**src/rtl/reg_file_write_decoder.sv**
```systemverilog
// rtl/reg_file_write_decoder.sv - 32-entry register file write side with byte enables, ack and saturating write count
// Optional REG0_ZERO_EN: Reg0 hardwired to zero and writes to select 0 discarded.
module reg_file_write_decoder #(
  parameter int DATA_WIDTH = 32,
  parameter int ADDR_WIDTH = 5,
  parameter int CNT_WIDTH  = 16
) (
  input  logic                                   Clk,
  input  logic                                   Reset,
  input  logic                                   WriteEn,
  input  logic [ADDR_WIDTH-1:0]                  WriteSelect,
  input  logic [DATA_WIDTH-1:0]                  WriteData,
  input  logic [DATA_WIDTH/8-1:0]                ByteEn,
  output logic [(2**ADDR_WIDTH)*DATA_WIDTH-1:0]  RegBus,
  output logic                                   WriteAck,
  output logic [CNT_WIDTH-1:0]                   WriteCount
);

  localparam int NUM_REGS  = 2**ADDR_WIDTH;
  localparam int NUM_BYTES = DATA_WIDTH/8;

`ifdef REG0_ZERO_EN
  localparam bit REG0_IS_ZERO = 1'b1;
`else
  localparam bit REG0_IS_ZERO = 1'b0;
`endif

  logic [NUM_REGS-1:0] sel_onehot;
  logic                sel_blocked;
  logic                write_accept;

  always_comb begin
    sel_onehot              = '0;
    sel_onehot[WriteSelect] = 1'b1;
  end

  // A discarded Reg0 write must not ack or count, so the block folds into acceptance.
  assign sel_blocked  = REG0_IS_ZERO && (WriteSelect == '0);
  assign write_accept = WriteEn && (|ByteEn) && !sel_blocked;

  genvar k;
  generate
    for (k = 0; k < NUM_REGS; k++) begin : g_reg
      logic [DATA_WIDTH-1:0] reg_q;
      logic [NUM_BYTES-1:0]  byte_we;

      assign byte_we = {NUM_BYTES{write_accept & sel_onehot[k]}} & ByteEn;

      if (REG0_IS_ZERO && (k == 0)) begin : g_zero
        assign reg_q = '0;
      end else begin : g_flop
        always_ff @(posedge Clk or posedge Reset) begin
          if (Reset) begin
            reg_q <= '0;
          end else begin
            for (int b = 0; b < NUM_BYTES; b++) begin
              if (byte_we[b]) begin
                reg_q[8*b +: 8] <= WriteData[8*b +: 8];
              end
            end
          end
        end
      end

      assign RegBus[k*DATA_WIDTH +: DATA_WIDTH] = reg_q;
    end
  endgenerate

  always_ff @(posedge Clk or posedge Reset) begin
    if (Reset) begin
      WriteAck <= 1'b0;
    end else begin
      WriteAck <= write_accept;
    end
  end

  // Saturates at all-ones instead of wrapping.
  always_ff @(posedge Clk or posedge Reset) begin
    if (Reset) begin
      WriteCount <= '0;
    end else if (write_accept && (WriteCount != {CNT_WIDTH{1'b1}})) begin
      WriteCount <= WriteCount + CNT_WIDTH'(1);
    end
  end

endmodule

```
**config.mk**
```make
export PLATFORM = sky130hd
export DESIGN_NAME = reg_file_write_decoder
export DESIGN_NICKNAME = d
export VERILOG_FILES = /design/src/rtl/reg_file_write_decoder.sv
export SDC_FILE = /design/constraint.sdc
export NUM_CORES = 2
export LEC_CHECK = 0
export CAP_MARGIN = 5
export CORE_AREA = 2 2 419 421
export CTS_BUF_LIST = sky130_fd_sc_hd__clkbuf_2
export CTS_CLUSTER_SIZE = 40
export DETAILED_ROUTE_END_ITERATION = 12
export DIE_AREA = 0 0 421 423
export SETUP_SLACK_MARGIN = 0.3
export SYNTH_ARGS = -nofsm -noshare
export SYNTH_HDL_FRONTEND = slang
export SYNTH_SLANG_ARGS = --single-unit
export TNS_END_PERCENT = 50
```
**constraint.sdc**
```tcl
create_clock -name Clk -period 90.5 [get_ports Clk]
set_input_delay 22.625 -clock Clk [delete_from_list [all_inputs] [get_ports Clk]]
set_output_delay 22.625 -clock Clk [all_outputs]
set_load 0.01 [all_outputs]
```
* Word-level counts from Yosys, hierarchy flattened *
Cells that the tools add are included.

word-level totals
  flip-flop bits (word level) = 1041
  logic and storage cells = 204
  output and inout bits = 1041

operators by class
  multiplexer cells = 2
  equal/unequal tests = 1
  bitwise gates (word level) = 64
  reduce and logical (&&, ||, !) cells = 4
  $lt $le $gt $ge = 2
  $add $sub $neg = 1

operator list
  operator                 count
  $and A4 B4 Y4            32
  $and A1 B1 Y1            32
  $add A16 B1 Y16 const B  1
  $ne A16 B16 Y1 const B   1
  $lt A5 B6 Y1 const B     1
  $demux W1 S5             1
  $ge A5 B1 Y1 const B     1
  $reduce_or A4 Y1         1
  $logic_and A1 B1 Y1      3
  $mux W1                  1

* Longest topological paths before layout *
  depth after elaboration = 6
  mapped depth = 8
  depth with buffers taken out = 5

* Worst setup path before layout *
OpenSTA, ideal clock, no wires.

  path kind = input to register
  start = input port ByteEn[2]
  end = register g_reg[10].reg_q[0]
  path slack = 66076 ps
  stages = 7
  setup time = 125 ps
  data arrival time = 24299 ps
  path buffers = 3
  path through = buf_4 > o41ai_4 > nor4b_1 > clkbuf_1 > buf_2 > nand2_2 > mux2_2

on the way
  word-level cells in the longest chain between the ends = 4

ends and longest elaborated chain
  element                        line  text
  start, declared                13    input logic [DATA_WIDTH/8-1:0] ByteEn,
  $reduce_or A4 Y1               39    assign write_accept = WriteEn && (|ByteEn) && !sel_blocked;
  $logic_and A1 B1 Y1            39
  $and A1 B1 Y1                  47    assign byte_we = {NUM_BYTES{write_accept & sel_onehot[k]}} & ByteEn;
  $and A4 B4 Y4                  47
  end signal, assigned by index  58    reg_q[8*b +: 8] <= WriteData[8*b +: 8];
  end, declared                  44    logic [DATA_WIDTH-1:0] reg_q;

Every way passes these cells.
A chain may end at the register's enable or synchronous reset.

==> parameters.txt <==
Parameter                              Value

Clocking
  CTS tree ... done
  CTS-repair resized insts ... 0
  Clk slew on worst S/H paths ... 0.08 ns
  Number of clock sinks ... 1041
  Post-CTS repair timing setup buffer count ... 0
  Root buffer cell ... clkbuf_2
  Clock buffers created by TritonCTS ... 306
  Clock buffer depth ... 4
  Number of H-tree branching levels ... 5
  Post-CTS Hold Fix Bufs ... 0
  Clock insertion delay at the later pin of the skew report ... 1.74 ns

Status
  Result of the run ... finished clean

Global routing
  Gr usage total ... 17.19%
  Number of global-route vias before repair ... 28.21k
  Residual overflow from global routing ... 0
  Number of antenna violations at the first check in global routing ... 21
  Wire length of the first global-routing pass ... 219000 microns
  Maximum number of pins on one net before global-route repair ... 163

Timing
  Worst Clk Skew ... 0.1302 ns
  Slew @ Worst Pin ... 1.224 ns
  Setup repair after global routing missed its margin ... no
  Accumulated negative setup slack ... 0 ns
  Final number of max-transition violations ... 0
  Number of failing setup endpoints in the final timing report ... 0
  Period utilization ... 28.16%
  Final critical-path required period ... 25.49 ns
  Worst-case setup margin in the final layout ... 65.01 ns
  Final hold violation count ... 0
  Post-route worst hold slack ... 0.5053 ns
  Worst slew margin relative to its limit ... 18.41%
  Highest achievable clock rate ... 39.24 MHz

Hold path
  Hold path start ... g_reg[22].reg_q[23]
  Hold path endpoint ... g_reg[22].reg_q[23]
  Tightest Hold Check Type ... flop to flop
  Worst hold stages ... 1

Power
  Leakage power summed over all cells ... 26.85 nW
  Max VDD drop ... 0.01232 mV
  Pwr per Cell Area ... 20.79 nW/um^2
  Post-route total power ... 1.185 mW

Floorplanning
  Area of the die ... 178100 sq um
  IO Pins ... 1085
  Number of cell rows ... 153
  Width of the die ... 421 microns
  Placeable core region ... 173200 sq um
  Chip Height ... 423 microns
  Initial Util ... 23.57%

Critical path
  Cells on worst reg2reg path ... 4
  Data required time of the worst path ... 92.13 ns
  Critical path's top delay family ... buffers and inverters
  Cell seen most often among critical-path stages ... buf_4
  Largest stage delay on the critical path ... 0.77 ns
  Arrival time worst endpoint ... 27.12 ns
  Cell chain of the critical path ... clkdlybuf4s50_1 -> inv_8 -> buf_4 -> buf_4 -> buf_4 -> buf_12
  Critical Setup Path Class ... input port to asynchronous set/reset pin
  Critical path fanouts, max ... 162
  Startpoint of the most critical register-to-register path ... WriteCount[5]
  Minimum setup slack among reg-to-reg paths ... 88.46 ns
  Cell type of the slowest stage on the worst timing path ... buf_4
  Worst setup SP type ... input port
  End of the worst register-to-register path ... WriteCount[13]
  Buffering stage count on the worst path with inverters included ... 6
  Element type at the critical path end ... asynchronous set/reset pin

Logic synthesis
  Post-synthesis instance area ... 40840 sq um
  Post-Synthesis Cells ... 2433
  Fraction of the yosys area taken by sequential cells ... 63.79%
  Mean instance size in the synthesized netlist ... 16.79 sq um
  Number of different library cells in the post-synthesis netlist ... 36
  Number of nets produced by synthesis ... 2478
  Flops & latches, synth ... 1041
  Yosys warns ... 0

Drt
  Overall routed net length ... 156900 microns
  Number of detailed-route iterations in the first pass ... 4
  Number of DRC markers after the initial detailed-route iteration ... 1116
  Total via count in the routed design ... 26.49k
  Average routed wire per standard cell ... 24.95 microns
  Antenna Violating Nets Remaining ... 0
  Number of vias per cell after detailed routing ... 4.214
  DRC errors left ... 0

Run
  Number of maximum-capacitance constraint violations ... 0

Layout
  Share of cells above drive strength 1 ... 41.97%
  Most frequent cells in the layout ... clkdlybuf4s50_1, dfrtp_1, mux2_2
  Most common library cell in the layout ignoring fill and taps ... clkdlybuf4s50_1
  Synth-to-layout area growth ... 39.55%
  Final nets ... 3792

Placed design
  # port buffers ... 1084
  Total half-perimeter wirelength after legalization and detailed placement ... 110200 microns
  Pre-CTS setup slack ... 63.12 ns
  Routability congestion estimate ... 0.7894
metal layers:
layer | share of wire, % | GRT usage, % | wire, microns
met1 | 39 | 19.44 | 60850
met2 | 51 | 29.53 | 79400
met3 | 6.4 | 5.345 | 10010
met4 | 4.2 | 7.926 | 6523
met5 | 0.047 | 0 | 73
how the worst max path moves through the flow:
stage	end	depth (start not counted)	startpoint	slack, ns
after global routing	g_reg[29].reg_q[0]	6	Reset	64.60
after floorplan	WriteAck	1	Reset	38.58
after global placement	g_reg[0].reg_q[2]	6	Reset	63.18
final	g_reg[15].reg_q[13]	6	Reset	65.01
after CTS	RegBus[704]	1	g_reg[22].reg_q[0]	64.54
after detailed placement	g_reg[0].reg_q[2]	6	Reset	63.12
layout make-up:
| class | instances | area (sq um) |
|---|---|---|
| repair buffers | 1141 | 11210 |
| flip-flops and latches | 1041 | 26050 |
| clock buffers | 449 | 2247 |
| inverters | 2 | 17.52 |
| multi-input cells | 1255 | 14230 |
| diodes | 13 | 32.53 |
| clock inverters | 60 | 296.5 |
| well taps | 2325 | 2909 |
| fillers | 17253 | 116300 |
metrics by stage:
stage,instance area (sq um),std cells,utilization (%)
CTS,56960,6273,32.88
floorplan,40840,2433,-
global placement,54410,5764,31.41
global route,56980,6284,32.89
finish,56990,6286,32.90
detailed placement,54410,5764,31.41
worst reg2reg max path, delay by kind of cell, from the launching register on:
kind / cells / cell delay, ns
xor gates and xnor gates: 1 / 0.17
and+or+nand+nor: 3 / 1.22
DFF: 1 / 0.44
power breakdown:
group          internal [mW]  switching [mW]  total, mW
Sequential             0.526          0.0355      0.561
Clock                  0.137           0.210      0.346
Combinational          0.157           0.121      0.277
cell usage after synthesis:
master	n	area [sq um]
inv_1	1	3.750
nor4_2	1	12.51
xor2_1	4	35.03
a21oi_1	2	10.01
and2_1	15	93.84
xnor2_1	4	35.03
nor3_1	1	5.000
buf_6	2	22.52
nor2_1	25	93.84
nand2_2	30	187.7
nand3_1	13	65.06
nand4_2	1	12.51
clkbuf_1	120	450.4
nand4b_1	3	26.28
ha_1	1	12.51
nor2_2	15	93.84
nor4_1	2	12.51
mux2_4	240	3603
inv_4	1	6.260
buf_12	3	60.06
o41ai_4	1	27.53
nor2_8	30	600.6
nor2b_1	2	12.51
mux2_2	788	8874
a31oi_1	4	25.02
buf_2	6	30.03
and4_1	4	35.03
buf_4	4	30.03
dfrtp_1	1041	26050
nand4_1	3	18.77
nor4b_1	4	35.03
nand4bb_1	1	11.26
o21a_1	2	15.01
nand2_1	54	202.7
and3_1	4	25.02
o21ai_0	1	5.000
flip-flops by register name, indices dropped and copies added, names as in the netlist:
signal and count:
g.reg_q 1024, WriteCount 16, WriteAck 1
kinds of logic (layout without fill, tap and decap cells):
kind of cell / after synthesis / after routing / synth area share [%]
flops: 1041 / 1041 / 63.79
fa+ha+maj: 1 / 1 / 0.03063
xor+xnor: 8 / 8 / 0.1716
simple gates: 208 / 208 / 3.781
other cells: 0 / 13 / 0
compound gates: 10 / 10 / 0.2022
buf+inv: 137 / 1652 / 1.477
mux: 1028 / 1028 / 30.55
Power figures use the tool's default switching activity.
